File: config.mk
export PLATFORM = sky130hd
export DESIGN_NAME = link_frame_receiver
export DESIGN_NICKNAME = d
export VERILOG_FILES = /design/src/rtl/link_pkg.sv /design/src/rtl/pin_synchronizer.sv /design/src/rtl/link_frame_receiver.sv
export SDC_FILE = /design/constraint.sdc
export NUM_CORES = 1
export LEC_CHECK = 0
export ABC_AREA = 1
export BUFFER_PORTS_ARGS = -buffer_cell sky130_fd_sc_hd__buf_2
export CORE_UTILIZATION = 62
export CTS_CLUSTER_SIZE = 20
export DETAILED_ROUTE_END_ITERATION = 10
export PLACE_DENSITY = 0.84
export SKIP_LAST_GASP = 1
export SLEW_MARGIN = 0
export SYNTH_ARGS = -nofsm -noshare
export SYNTH_HDL_FRONTEND = slang
export SYNTH_HIERARCHICAL = 1
export SYNTH_SLANG_ARGS = --single-unit
File: constraint.sdc
create_clock -name clk -period 2.68 [get_ports clk]
set_input_delay 0.536 -clock clk [delete_from_list [all_inputs] [get_ports clk]]
set_output_delay 0.536 -clock clk [all_outputs]
set_load 0.1 [all_outputs]
File: src/rtl/link_pkg.sv
// Shared constants and types for the inter-board PMOD link (receive and transmit sides).
// Latency: n/a (package only).
// Backpressure: n/a (package only).
package link_pkg;

    localparam int LINK_DATA_W = 12;
    localparam int LINK_HALF_W = 6;
    localparam int LINK_PINS   = 8;

    // Pin roles on the 8-pin link; payload occupies [LINK_HALF_W-1:0]
    localparam int STROBE_BIT  = 7;
    localparam int START_BIT   = 6;

    // Frame reassembly state: waiting for the start (high) beat or the low beat
    typedef enum logic {
        WAIT_HI,
        WAIT_LO
    } link_state_t;

endpackage

File: src/rtl/pin_synchronizer.sv
// Multi-stage flip-flop synchroniser for a bus of independent asynchronous pins.
// Latency: STAGES clk cycles from pin to dout.
// Backpressure: none; samples every cycle.
module pin_synchronizer #(
    parameter int WIDTH  = 8,
    parameter int STAGES = 2
) (
    input  logic             clk,
    input  logic             rst_n,
    input  logic [WIDTH-1:0] din,
    output logic [WIDTH-1:0] dout
);

    logic [WIDTH-1:0] sync_q [STAGES];

    // Shift each pin through the flop chain; the first stage may go metastable
    always_ff @(posedge clk or negedge rst_n) begin
        if (!rst_n) begin
            for (int i = 0; i < STAGES; i++) begin
                sync_q[i] <= '0;
            end
        end else begin
            sync_q[0] <= din;
            for (int i = 1; i < STAGES; i++) begin
                sync_q[i] <= sync_q[i-1];
            end
        end
    end

    assign dout = sync_q[STAGES-1];

endmodule

File: src/rtl/link_frame_receiver.sv
// Receives two 6-bit beats per frame over the PMOD link, reassembles the 12-bit word, flags framing errors, tracks link liveness.
// Latency: SYNC_STAGES+1 clk cycles from strobe rise at the pins to data_valid / frame_err.
// Backpressure: none; the peer cannot be stalled, every word is presented once. Build macro LINK_TIMEOUT_CLEAR_EN zeroes keyboard_data on link loss.
module link_frame_receiver
    import link_pkg::*;
#(
    parameter int DATA_W      = LINK_DATA_W,
    parameter int HALF_W      = LINK_HALF_W,
    parameter int SYNC_STAGES = 2,
    parameter int TIMEOUT_CYC = 2000000
) (
    input  logic                 clk,
    input  logic                 rst_n,
    input  logic [LINK_PINS-1:0] rx_pins,
    output logic [DATA_W-1:0]    keyboard_data,
    output logic                 data_valid,
    output logic                 frame_err,
    output logic [7:0]           err_count,
    output logic                 link_up
);

    localparam int CNT_W = $clog2(TIMEOUT_CYC + 1);

    logic [LINK_PINS-1:0] pins_sync;
    logic                 strobe_prev;
    logic                 beat;
    logic                 start_flag;
    logic [HALF_W-1:0]    payload;
    logic [HALF_W-1:0]    hi_half;
    link_state_t          state, next_state;
    logic                 latch_hi;
    logic                 word_done;
    logic                 framing_err;
    logic [CNT_W-1:0]     idle_cnt;
    logic                 timeout_hit;

    pin_synchronizer #(
        .WIDTH  (LINK_PINS),
        .STAGES (SYNC_STAGES)
    ) u_sync (
        .clk   (clk),
        .rst_n (rst_n),
        .din   (rx_pins),
        .dout  (pins_sync)
    );

    // Data is stable at the strobe rise because the peer changes it on the fall
    assign beat        = pins_sync[STROBE_BIT] & ~strobe_prev;
    assign start_flag  = pins_sync[START_BIT];
    assign payload     = pins_sync[HALF_W-1:0];
    assign timeout_hit = (idle_cnt == CNT_W'(TIMEOUT_CYC - 1));

    // Remember the previous synchronised strobe for rising-edge detection
    always_ff @(posedge clk or negedge rst_n) begin
        if (!rst_n) strobe_prev <= 1'b0;
        else        strobe_prev <= pins_sync[STROBE_BIT];
    end

    // FSM state register
    always_ff @(posedge clk or negedge rst_n) begin
        if (!rst_n) state <= WAIT_HI;
        else        state <= next_state;
    end

    // Frame decode: a start beat always (re)opens a frame, a second start is an error
    always_comb begin
        next_state  = state;
        latch_hi    = 1'b0;
        word_done   = 1'b0;
        framing_err = 1'b0;
        if (beat) begin
            case (state)
                WAIT_HI: begin
                    if (start_flag) begin
                        latch_hi   = 1'b1;
                        next_state = WAIT_LO;
                    end else begin
                        framing_err = 1'b1;
                    end
                end
                WAIT_LO: begin
                    if (start_flag) begin
                        framing_err = 1'b1;
                        latch_hi    = 1'b1;
                    end else begin
                        word_done  = 1'b1;
                        next_state = WAIT_HI;
                    end
                end
                default: next_state = WAIT_HI;
            endcase
        end
    end

    // Capture the high half of the frame in progress
    always_ff @(posedge clk or negedge rst_n) begin
        if (!rst_n)        hi_half <= '0;
        else if (latch_hi) hi_half <= payload;
    end

    // Output word; optionally forced to zero when the link drops
    always_ff @(posedge clk or negedge rst_n) begin
        if (!rst_n) begin
            keyboard_data <= '0;
        end else if (word_done) begin
            keyboard_data <= {hi_half, payload};
`ifdef LINK_TIMEOUT_CLEAR_EN
        end else if (timeout_hit && link_up) begin
            keyboard_data <= '0;
`endif
        end
    end

    // One-cycle event pulses and the saturating error counter
    always_ff @(posedge clk or negedge rst_n) begin
        if (!rst_n) begin
            data_valid <= 1'b0;
            frame_err  <= 1'b0;
            err_count  <= '0;
        end else begin
            data_valid <= word_done;
            frame_err  <= framing_err;
            if (framing_err && err_count != 8'hFF) err_count <= err_count + 8'd1;
        end
    end

    // Cycles since the last good word, saturating at the timeout value
    always_ff @(posedge clk or negedge rst_n) begin
        if (!rst_n)                                  idle_cnt <= '0;
        else if (word_done)                          idle_cnt <= '0;
        else if (idle_cnt != CNT_W'(TIMEOUT_CYC))    idle_cnt <= idle_cnt + 1'b1;
    end

    // Link liveness: a fresh word beats a simultaneous timeout
    always_ff @(posedge clk or negedge rst_n) begin
        if (!rst_n)           link_up <= 1'b0;
        else if (word_done)   link_up <= 1'b1;
        else if (timeout_hit) link_up <= 1'b0;
    end

endmodule

==> impl_metrics.py <==
metrics = {
    "final_layout": {
        "syn_to_final_growth_pct": 11.76,
        "drive_gt1_share_pct": 16.71,
        "layoutNonFillerInstCount": 429,
        "nets": 386,
        "insertedDiodeCount": 0,
        "nFillCells": 327,
        "multi_input_area_sq_mm": 0.001028,
        "seq_area_sq_mm": 0.001702,
        "final_util_pct": 74.16,
    },
    "min_path": {
        "min_path_type": "primary input to async pin",
    },
    "clock_network": {
        "cts_setup_buffers": 0,
        "cts_buffers": 9,
        "clk_latency_ns": 0.34,
        "cts_tree": "yes",
        "htreeDepth": 3,
        "post_cts_resized": 0,
        "clockBufferDepth": 2,
        "cts_hold_buf": 0,
        "clock_sinks": 68,
        "root_buffer": "clkbuf_8",
        "cts.reportedPaths.clkPinSlew_ns": 0.08,
    },
    "worst_setup_path": {
        "reg2reg_depth": 8,
        "path_cells": "buf_2",
        "arrival_ns": 1.21,
        "worst-path-max-fanout": 5,
        "crit_type": "flip-flop to output port",
        "worst-path-buf-inv": 1,
        "crit_path_end_kind": "output port",
        "startpoint_type": "flip-flop",
        "cp_slowest_cell": "buf_2",
        "cpLargestDelayFamily": "buffers and inverters",
        "critical-path-max-stage-delay_ns": 0.46,
        "crit_cells": 1,
        "cp.required_ns": 2.14,
    },
    "detailed_routing": {
        "vias": 2223,
        "detail_route.wl_per_cell_microns": 12.51,
        "drt_pass1_iterations": 7,
        "drcViolationCount": 1,
        "vias_per_cell": 5.182,
        "drtIter0Drc": 182,
        "detail-route-antenna-nets": 0,
        "wl_microns": 5367,
    },
    "grt": {
        "grt_max_degree": 35,
        "grt_pass1_wl_microns": 9356,
        "grt_pass1_vias": 2154,
        "grt_overflow": 0,
        "grt_antenna_before_repair": 0,
        "track_usage_pct": 24.47,
    },
    "synthesis": {
        "synth_most_common_cell": "nand2_1",
        "synthTopCellsByArea": "dfrtp_1 57%, nand2_1 12%, inv_1 5.1%",
        "synth_area_leader_cell": "dfrtp_1",
        "synth-edff-count": 0,
        "yosysUniqueCellTypes": 26,
        "netlist_instances": 338,
        "ys_warn_count": 6,
        "yosysSeqAreaShare_pct": 57.31,
        "syn-cell-area_sq_mm": 0.002969,
        "syn_nets": 352,
        "synthArstFlopShare_pct": 100.0,
        "postSynthAreaPerCell_sq_um": 8.784,
        "synth_ff_type": "dfrtp_1",
        "yosys_register_bits": 68,
        "synth_top_area_share_pct": 57.31,
        "ys_top_cells_by_count": "96 x nand2_1, 68 x dfrtp_1, 40 x inv_1",
    },
    "timing": {
        "tightestPinTransition_ns": 0.5493,
        "setup_violations": 0,
        "fmax_ghz": 0.5719,
        "slew_viol_final": 0,
        "clock-skew-final_ns": 0.009824,
        "slew_headroom_pct": 63.29,
        "fin_hold_ws_ns": 0.1545,
        "hold_viol_final": 0,
        "setup_tns_ns": 0,
        "worst_slack_ns": 0.9313,
        "rsz0062_at_grt": "no",
        "finalCritPeriodShare_pct": 65.25,
        "period_minus_slack_ns": 1.749,
    },
    "floorplan": {
        "coreArea_sq_mm": 0.004474,
        "rows": 24,
        "initial_utilization_pct": 66.36,
        "die_width_microns": 71.20,
        "die-area_sq_mm": 0.005069,
        "ios": 33,
        "die_h_microns": 71.20,
    },
    "place": {
        "dp.cells": 413,
        "hpwl_microns": 3749,
        "gp_routability_congestion": 0.8452,
        "io_buffer_count": 32,
        "dp_slack_ns": 1.145,
    },
    "pwr": {
        "power.density_mw_per_mm2": 946.0,
        "p_leak_nw": 1.804,
        "peakVddDrop_uv": 915.2,
    },
    "status": {
        "outcome": "finished with violations",
        "violations": "design-rule violations",
    },
    "job": {
        "drv_cap": 0,
    },
}
-- final cells by class --
cell class	count	area share [%]
Clock buffer	9	3.733
Clock inverter	7	1.546
Inverter	42	4.751
Multi-Input combinational cell	215	31.00
Sequential cell	68	51.28
Tap cell	52	1.961
Timing Repair Buffer	36	5.732
-- worst paths after layout --
check / from / to / slack, ns
worst max-delay path: err_count[2] / err_count[2] / 0.93
worst min-delay path: rst_n / idle_cnt[4] / 0.15
worst max register to register: err_count[0] / err_count[3] / 1.12
worst min register to register: u_sync/sync_q[11] / u_sync/dout[3] / 0.35
max in group asynchronous: rst_n / keyboard_data[4] / 1.74
min in group clk: rx_pins[2] / u_sync/sync_q[10] / 0.30
-- per-stage QoR --
| step | power (mW) | area, sq um |
|---|---|---|
| 2_1_floorplan | 2.212 | 2969 |
| 5_1_grt | 3.276 | 3318 |
| 3_5_place_dp | 2.413 | 3143 |
| 4_1_cts | 3.162 | 3318 |
| 3_3_place_gp | 2.386 | 3143 |
| 6_report | 3.139 | 3318 |
-- kinds of logic (layout without fill, tap and decap cells) --
group,count (synthesis),count (layout),share of synthesized area [%]
buffers and inverters,55,94,8.049
flip-flops,68,68,57.31
XOR/XNOR,7,7,2.065
AND/OR/NAND/NOR,167,167,24.61
AO/OA/AOI/OAI,37,37,6.279
adder cells (fa/ha/maj),4,4,1.686
-- placed cells by master, fill, tap and decap left out --
cell / netlist / routed
nand2_1: 96 / 96
dfrtp_1: 68 / 68
inv_1: 40 / 40
buf_2: 2 / 32
nor2_1: 30 / 30
o21ai_0: 22 / 22
nand3_1: 17 / 17
a21oi_1: 13 / 13
clkbuf_8: 0 / 9
nand4_1: 8 / 8
xor2_1: 5 / 5
nand2_2: 4 / 4
ha_1: 4 / 4
buf_4: 8 / 4
nor3_1: 3 / 3
inv_2: 2 / 2
nor2_2: 2 / 2
nand3b_1: 2 / 2
xnor2_1: 2 / 2
clkinv_2: 0 / 2
clkinvlp_4: 0 / 2
inv_6: 0 / 2
nor2_4: 1 / 1
nand2_4: 1 / 1
nor2_8: 1 / 1
and3_1: 1 / 1
a31oi_1: 1 / 1
o21ai_1: 1 / 1
and2_1: 1 / 1
clkinv_4: 0 / 1
-- metal layers --
layer / part of all wire (%) / track usage, % / routed length [microns] / vias to the layer above
li1: - / - / - / 1126
met2: 50 / 40.85 / 2680 / 47
met5: 0 / 0 / 0 / -
met4: 1.2 / 10.22 / 66 / 0
met3: 4.0 / 6.410 / 213 / 10
met1: 45 / 30.39 / 2406 / 1040
-- power by group --
| part | total, mW | switching (mW) | internal, mW |
|---|---|---|---|
| Combinational | 1.08 | 0.880 | 0.196 |
| Sequential | 1.32 | 0.133 | 1.19 |
| Clock | 0.744 | 0.404 | 0.340 |
-- state kept, by name (all words and copies together), names as in the netlist --
| signal | cells |
|---|---|
| keyboard_data | 12 |
| err_count | 8 |
| frame_err | 1 |
| idle_cnt | 21 |
| u_sync/dout | 8 |
| link_up | 1 |
| u_sync/sync_q | 8 |
| state | 1 |
| hi_half | 6 |
| data_valid | 1 |
| strobe_prev | 1 |
(Power assumes the default switching activity.)
